$ cat src/rtl/load_align_pkg.sv
// Shared types and helpers for the load alignment unit.
package load_align_pkg;

  localparam logic [2:0] LOAD_B  = 3'd0;
  localparam logic [2:0] LOAD_H  = 3'd1;
  localparam logic [2:0] LOAD_W  = 3'd2;
  localparam logic [2:0] LOAD_D  = 3'd3;
  localparam logic [2:0] LOAD_BU = 3'd4;
  localparam logic [2:0] LOAD_HU = 3'd5;
  localparam logic [2:0] LOAD_WU = 3'd6;

  typedef enum logic [2:0] {
    IDLE  = 3'd0,
    REQ0  = 3'd1,
    WAIT0 = 3'd2,
    REQ1  = 3'd3,
    WAIT1 = 3'd4,
    DONE  = 3'd5
  } state_t;

  // Access size in bytes; the signed/unsigned variants share the low two funct3 bits.
  function automatic logic [3:0] size_of(input logic [2:0] ltype);
    case (ltype[1:0])
      2'd0:    return 4'd1;
      2'd1:    return 4'd2;
      2'd2:    return 4'd4;
      default: return 4'd8;
    endcase
  endfunction

endpackage

$ cat src/rtl/load_align_unit_extract.sv
// Byte selection from the {hi,lo} bus-word pair plus sign/zero extension.
module load_extract
  import load_align_pkg::*;
#(
  parameter int unsigned XLEN  = 32,
  parameter int unsigned OFF_W = $clog2(XLEN / 8)
) (
  input  logic [XLEN-1:0]  lo,
  input  logic [XLEN-1:0]  hi,
  input  logic [OFF_W-1:0] off,
  input  logic [2:0]       ltype,
  output logic [XLEN-1:0]  data_c
);

  logic [XLEN-1:0] shifted;

  // Signed width casts sign-extend; unsigned ones zero-fill.
  always_comb begin
    shifted = XLEN'({hi, lo} >> {off, 3'b000});
    data_c  = shifted;
    case (ltype)
      LOAD_B:  data_c = XLEN'($signed(shifted[7:0]));
      LOAD_H:  data_c = XLEN'($signed(shifted[15:0]));
      LOAD_W:  data_c = XLEN'($signed(shifted[31:0]));
      LOAD_BU: data_c = XLEN'(shifted[7:0]);
      LOAD_HU: data_c = XLEN'(shifted[15:0]);
      LOAD_WU: data_c = XLEN'(shifted[31:0]);
      default: data_c = shifted;
    endcase
  end

endmodule

$ cat src/rtl/load_align_unit.sv
// Sequential load aligner: one request in flight, one or two aligned bus reads.
// Build option LOAD_ALIGN_SPLIT_EN serves word-crossing loads with two beats.
module load_align_unit
  import load_align_pkg::*;
#(
  parameter int unsigned XLEN   = 32,
  parameter int unsigned ADDR_W = 32
) (
  input  logic              clk,
  input  logic              reset,
  input  logic              in_valid,
  output logic              in_ready,
  input  logic [2:0]        in_type,
  input  logic [ADDR_W-1:0] in_addr,
  output logic              mem_req_valid,
  input  logic              mem_req_ready,
  output logic [ADDR_W-1:0] mem_addr,
  input  logic              mem_rsp_valid,
  input  logic [XLEN-1:0]   mem_rdata,
  output logic              out_valid,
  input  logic              out_ready,
  output logic [XLEN-1:0]   out_data,
  output logic              out_misaligned,
  output logic              out_illegal
);

  localparam int unsigned BYTES = XLEN / 8;
  localparam int unsigned OFF_W = $clog2(BYTES);

  state_t             state, state_next;
  logic [2:0]         type_q, type_next;
  logic [OFF_W-1:0]   off_q, off_next;
  logic [XLEN-1:0]    lo_q, lo_next;
`ifdef LOAD_ALIGN_SPLIT_EN
  logic               cross_q, cross_next;
`endif

  logic               in_ready_next, mem_req_valid_next, out_valid_next;
  logic               out_mis_next, out_ill_next;
  logic [ADDR_W-1:0]  mem_addr_next;
  logic [XLEN-1:0]    out_data_next;
  logic [XLEN-1:0]    ext_lo, ext_hi, ext_data_c;

  logic [OFF_W-1:0]   in_off;
  logic [4:0]         in_end;
  logic               in_cross, in_illegal;
  logic [ADDR_W-1:0]  in_word;

  // Request classification at acceptance time.
  always_comb begin
    in_off     = in_addr[OFF_W-1:0];
    in_end     = 5'(in_off) + 5'(size_of(in_type));
    in_cross   = in_end > 5'(BYTES);
    in_illegal = (in_type == 3'b111) ||
                 ((XLEN == 32) && ((in_type == LOAD_D) || (in_type == LOAD_WU)));
    in_word    = in_addr & ~ADDR_W'(BYTES - 1);
  end

  load_extract #(
    .XLEN  (XLEN),
    .OFF_W (OFF_W)
  ) u_extract (
    .lo     (ext_lo),
    .hi     (ext_hi),
    .off    (off_q),
    .ltype  (type_q),
    .data_c (ext_data_c)
  );

  // Next-state and next-output logic; extraction sees the beat arriving this cycle.
  always_comb begin
    state_next    = state;
    type_next     = type_q;
    off_next      = off_q;
    lo_next       = lo_q;
    mem_addr_next = mem_addr;
    out_data_next = out_data;
    out_mis_next  = out_misaligned;
    out_ill_next  = out_illegal;
    ext_lo        = lo_q;
    ext_hi        = '0;
`ifdef LOAD_ALIGN_SPLIT_EN
    cross_next    = cross_q;
`endif

    case (state)
      IDLE: begin
        if (in_valid) begin
          type_next = in_type;
          off_next  = in_off;
          if (in_illegal) begin
            state_next    = DONE;
            out_ill_next  = 1'b1;
            out_data_next = '0;
          end else begin
`ifdef LOAD_ALIGN_SPLIT_EN
            cross_next    = in_cross;
            state_next    = REQ0;
            mem_addr_next = in_word;
`else
            if (in_cross) begin
              state_next    = DONE;
              out_mis_next  = 1'b1;
              out_data_next = '0;
            end else begin
              state_next    = REQ0;
              mem_addr_next = in_word;
            end
`endif
          end
        end
      end

      REQ0: begin
        if (mem_req_ready) state_next = WAIT0;
      end

      WAIT0: begin
        ext_lo = mem_rdata;
        if (mem_rsp_valid) begin
          lo_next = mem_rdata;
`ifdef LOAD_ALIGN_SPLIT_EN
          if (cross_q) begin
            state_next    = REQ1;
            mem_addr_next = mem_addr + ADDR_W'(BYTES);
          end else begin
            state_next    = DONE;
            out_data_next = ext_data_c;
          end
`else
          state_next    = DONE;
          out_data_next = ext_data_c;
`endif
        end
      end

`ifdef LOAD_ALIGN_SPLIT_EN
      REQ1: begin
        if (mem_req_ready) state_next = WAIT1;
      end

      WAIT1: begin
        ext_hi = mem_rdata;
        if (mem_rsp_valid) begin
          state_next    = DONE;
          out_data_next = ext_data_c;
        end
      end
`endif

      DONE: begin
        if (out_ready) begin
          state_next    = IDLE;
          out_data_next = '0;
          out_mis_next  = 1'b0;
          out_ill_next  = 1'b0;
        end
      end

      default: state_next = IDLE;
    endcase

    in_ready_next      = (state_next == IDLE);
    mem_req_valid_next = (state_next == REQ0) || (state_next == REQ1);
    out_valid_next     = (state_next == DONE);
  end

  // State and registered outputs.
  always_ff @(posedge clk) begin
    if (reset) begin
      state          <= IDLE;
      type_q         <= '0;
      off_q          <= '0;
      lo_q           <= '0;
      in_ready       <= 1'b1;
      mem_req_valid  <= 1'b0;
      mem_addr       <= '0;
      out_valid      <= 1'b0;
      out_data       <= '0;
      out_misaligned <= 1'b0;
      out_illegal    <= 1'b0;
    end else begin
      state          <= state_next;
      type_q         <= type_next;
      off_q          <= off_next;
      lo_q           <= lo_next;
      in_ready       <= in_ready_next;
      mem_req_valid  <= mem_req_valid_next;
      mem_addr       <= mem_addr_next;
      out_valid      <= out_valid_next;
      out_data       <= out_data_next;
      out_misaligned <= out_mis_next;
      out_illegal    <= out_ill_next;
    end
  end

`ifdef LOAD_ALIGN_SPLIT_EN
  always_ff @(posedge clk) begin
    if (reset) cross_q <= 1'b0;
    else       cross_q <= cross_next;
  end
`endif

endmodule

$ cat config.mk
export PLATFORM = sky130hd
export DESIGN_NAME = load_align_unit
export DESIGN_NICKNAME = d
export VERILOG_FILES = /design/src/rtl/load_align_pkg.sv /design/src/rtl/load_align_unit_extract.sv /design/src/rtl/load_align_unit.sv
export SDC_FILE = /design/constraint.sdc
export NUM_CORES = 1
export LEC_CHECK = 0
export CORE_MARGIN = 3
export CORE_UTILIZATION = 44
export CTS_BUF_LIST = sky130_fd_sc_hd__clkbuf_8
export CTS_CLUSTER_SIZE = 28
export DETAILED_ROUTE_END_ITERATION = 16
export PLACE_DENSITY = 0.82
export SYNTH_ARGS = -nofsm -noshare
export SYNTH_HDL_FRONTEND = slang
export SYNTH_SLANG_ARGS = --single-unit
$ cat constraint.sdc
create_clock -name clk -period 2.6 [get_ports clk]
set_clock_uncertainty 0.1 [all_clocks]
set_input_delay 0.52 -clock clk [delete_from_list [all_inputs] [get_ports clk]]
set_output_delay 0.52 -clock clk [all_outputs]
set_load 0.1 [all_outputs]
==> flow_summary_export.csv <==
group,metric,value,unit
detailed_routing,routedWlPerCell,16.5,um
sta,holdWs,0.317,ns
logic_synthesis,synth_compound_area_share,16.0,%
die,die_y,108,um
logic_synthesis,synth_top_family_by_area,"multiplexers",
sta,max_slew_margin,66.5,%
die,floorplan.die_area,0.0116,mm^2
worst_setup_path,required,2.75,ns
sta,maxSlewViolCount,0,
logic_synthesis,yosys-mux-area-fraction,19.0,%
sta,setup-tns-final,0,ns
logic_synthesis,synth_area_leader_cell,"dfxtp_1",
sta,rsz0062_at_grt,"yes",
outcome,status,"complete, no violations",
clocking,clk_pin_slew,0.11,ns
worst_setup_path,max_stage_delay,0.49,ns
clocking,cts_tree,"built",
logic_synthesis,synth_area_leaders,"dfxtp_1 (44%), mux2i_1 (14%), nor2_1 (5.0%), nand2_1 (4.9%), a21oi_1 (4.4%)",
worst_setup_path,startpoint_type,"input pin",
logic_synthesis,synth_area,0.00455,mm^2
worst_setup_path,endpoint_kind,"flip-flop",
layout,stdcell_count,763,
detailed_routing,antenna_left,0,
worst_setup_path,worstPathCellList,"buf_8 -> nor2_4 -> ha_4 -> inv_2 -> fa_1 -> nand2b_1 -> a211o_1 -> a221oi_4 -> buf_6 -> buf_12 -> mux2i_2 -> nor2_1",
clocking,clockRootBuffer,"clkbuf_8",
die,core_area,0.00991,mm^2
placement,portBuffers,139,
global_route,antenna_found_initial,0,
detailed_routing,vias_per_cell,5.35,
hold_path,worst_hold_path_type,"in -> reg",
sta,clock.fmax,0.387,GHz
detailed_routing,wl,12600,um
sta,finalCriticalPeriod,2.59,ns
detailed_routing,via_count,4081,
placement,hpwlAfterDp,9180,um
layout,num-nets-final,700,
clocking,worstSkewPairLatency,0.37,ns
sta,tightest_slew,0.502,ns
logic_synthesis,ys.flop_type,"dfxtp_1",
logic_synthesis,synth.most_common_cell,"dfxtp_1",
logic_synthesis,synth_xor_area_share,0,%
clocking,h-tree-depth,3,
worst_setup_path,crit_type,"in -> reg",
placement,gp_congestion,0.857,
layout,drive_gt1_share,23.5,%
global_route,grt_pass1_wl,20400,um
logic_synthesis,ys_top_cells_by_count,"dfxtp_1 (100), mux2i_1 (64), nor2_1 (61)",
logic_synthesis,synth_fa_ha_area_share,0.715,%
logic_synthesis,yosysWarnings,0,
clocking,cts_inserted_buffers,9,
logic_synthesis,avgSynthCellArea,9.48,um^2
logic_synthesis,synthSimpleGateAreaFrac,15.2,%
sta,setup_violations,0,
layout,fillers,814,
global_route,grt_overflow_total,0,
die,row_count,36,
layout,antenna_cells,0,
logic_synthesis,syn_inst,480,
layout,post-route-util,64.2,%
power,max-vdd-ir-drop,0.425,mV
sta,hold_viol,0,
detailed_routing,route.detailed.drc,0,
logic_synthesis,seq_area_frac_synth,44.0,%
logic_synthesis,synth-edff-count,0,
layout,syn_to_final_growth,39.8,%
detailed_routing,drt_iter0_markers,333,
logic_synthesis,yosysUniqueCellTypes,48,
global_route,grt_max_degree,42,
logic_synthesis,async_reset_ff_share,0,%
sta,fin_crit_sh,99.4,%
global_route,grt_pass1_vias,4080,
die,start_util,45.9,%
global_route,grt_usage,21.9,%
power,p_per_area,571,mW/mm^2
die,boundaryPins,142,
detailed_routing,first_pass_iters,4,
logic_synthesis,ys_ff_latch,100,
clocking,clkSinkCount,100,
logic_synthesis,synth_top_area_share,44.0,%
worst_setup_path,slowest_stage,"fa_1",
worst_setup_path,crit_path_max_fanout,8,
power,p_leak,2.45,nW
worst_setup_path,crit_arrival,2.73,ns
job,drv_cap,0,
clocking,cts_buffer_depth,2,
placement,dp_cells,738,
die,die_w,108,um
==> where the power goes <==
group | internal (mW) | switching (mW)
logic | 0.350 | 0.574
registers | 1.59 | 0.0454
clock network | 0.470 | 0.606
==> per-stage QoR <==
stage | cell area (um^2) | power, mW | setup slack, ns
floorplan | 4570 | 2.24 | -0.183
global placement | 5970 | 2.51 | -0.648
detailed placement | 5970 | 2.53 | -0.768
CTS | 6340 | 3.64 | -0.0745
global route | 6360 | 3.77 | -0.0559
finish | 6360 | 3.63 | 0.0150
==> registers in the layout, summed over array words and instances (netlist names) <==
register / cells
in_ready: 1
lo_q: 25
mem_addr: 30
mem_req_valid: 1
off_q: 2
out_data: 32
out_illegal: 1
out_misaligned: 1
out_valid: 1
state: 3
type_q: 3
==> cell families (layout without fill, tap and decap cells) <==
logic type | after synthesis | in the layout
compound gates | 101 | 101
mux | 76 | 76
other cells | 1 | 2
fa+ha+maj | 2 | 2
simple gates | 155 | 155
buf+inv | 45 | 194
flops | 100 | 100
==> metal layers <==
layer  vias to the layer above  track usage, %  wire length [um]
li1                       1990               -                 -
met1                      1896            27.8              5380
met2                       176            36.8              5980
met3                        19            5.22               988
met4                         0            6.85               223
met5                         -               0                 0
==> area by class of cell <==
class / instances / area [um^2] / share of cell area (%)
clock buffer: 9 / 124 / 1.95
clock inverter: 7 / 92.6 / 1.46
inverter: 4 / 15.0 / 0.236
multi-input combinational: 336 / 2390 / 37.5
sequential: 100 / 2000 / 31.5
tap: 133 / 166 / 2.62
timing repair buffer: 174 / 1570 / 24.7
==> worst max-delay path: cells and delay by family <==
family          cells  cell delay (ns)
compound gates      2             0.68
fa+ha+maj           2             0.62
buf+inv             4             0.45
simple gates        3             0.25
mux                 1             0.22
==> what timing repair did <==
action	in CTS	in global routing
cloned	3	0
hold buffers	0	0
pin swaps	5	4
buffers inserted	5	1
endpoints found under the setup margin	61	43
gates resized for setup	26	6
endpoints found under the hold margin	0	0
==> cells in the final DEF, fill, tap and decap left out, drive strengths merged, types with 3 or more instances in the layout <==
master         Yosys  layout
nor2b              9       9
a221o             10      10
dfxtp            100     100
clkdlybuf4s50      0      67
nand3              6       6
a211oi            14      14
o21ai              3       3
nand2             59      59
mux4               8       8
a21oi             40      40
nor3               5       5
nor2              61      61
mux2               4       4
buf               19     106
inv                4       7
mux2i             64      64
a211o              8       8
o2bb2ai           14      14
clkbuf            22       9
and2               4       4
==> worst paths after layout <==
kind / endpoint / depth (start not counted) / slack, ns / from
max: mem_addr[22] / 12 / 0.01 / in_type[0]
min: lo_q[15] / 2 / 0.32 / reset
max reg2reg: out_data[26] / 6 / 0.25 / state[1]
min reg2reg: lo_q[19] / 2 / 0.37 / lo_q[19]
No activity file was read; power rests on OpenSTA's default activity.
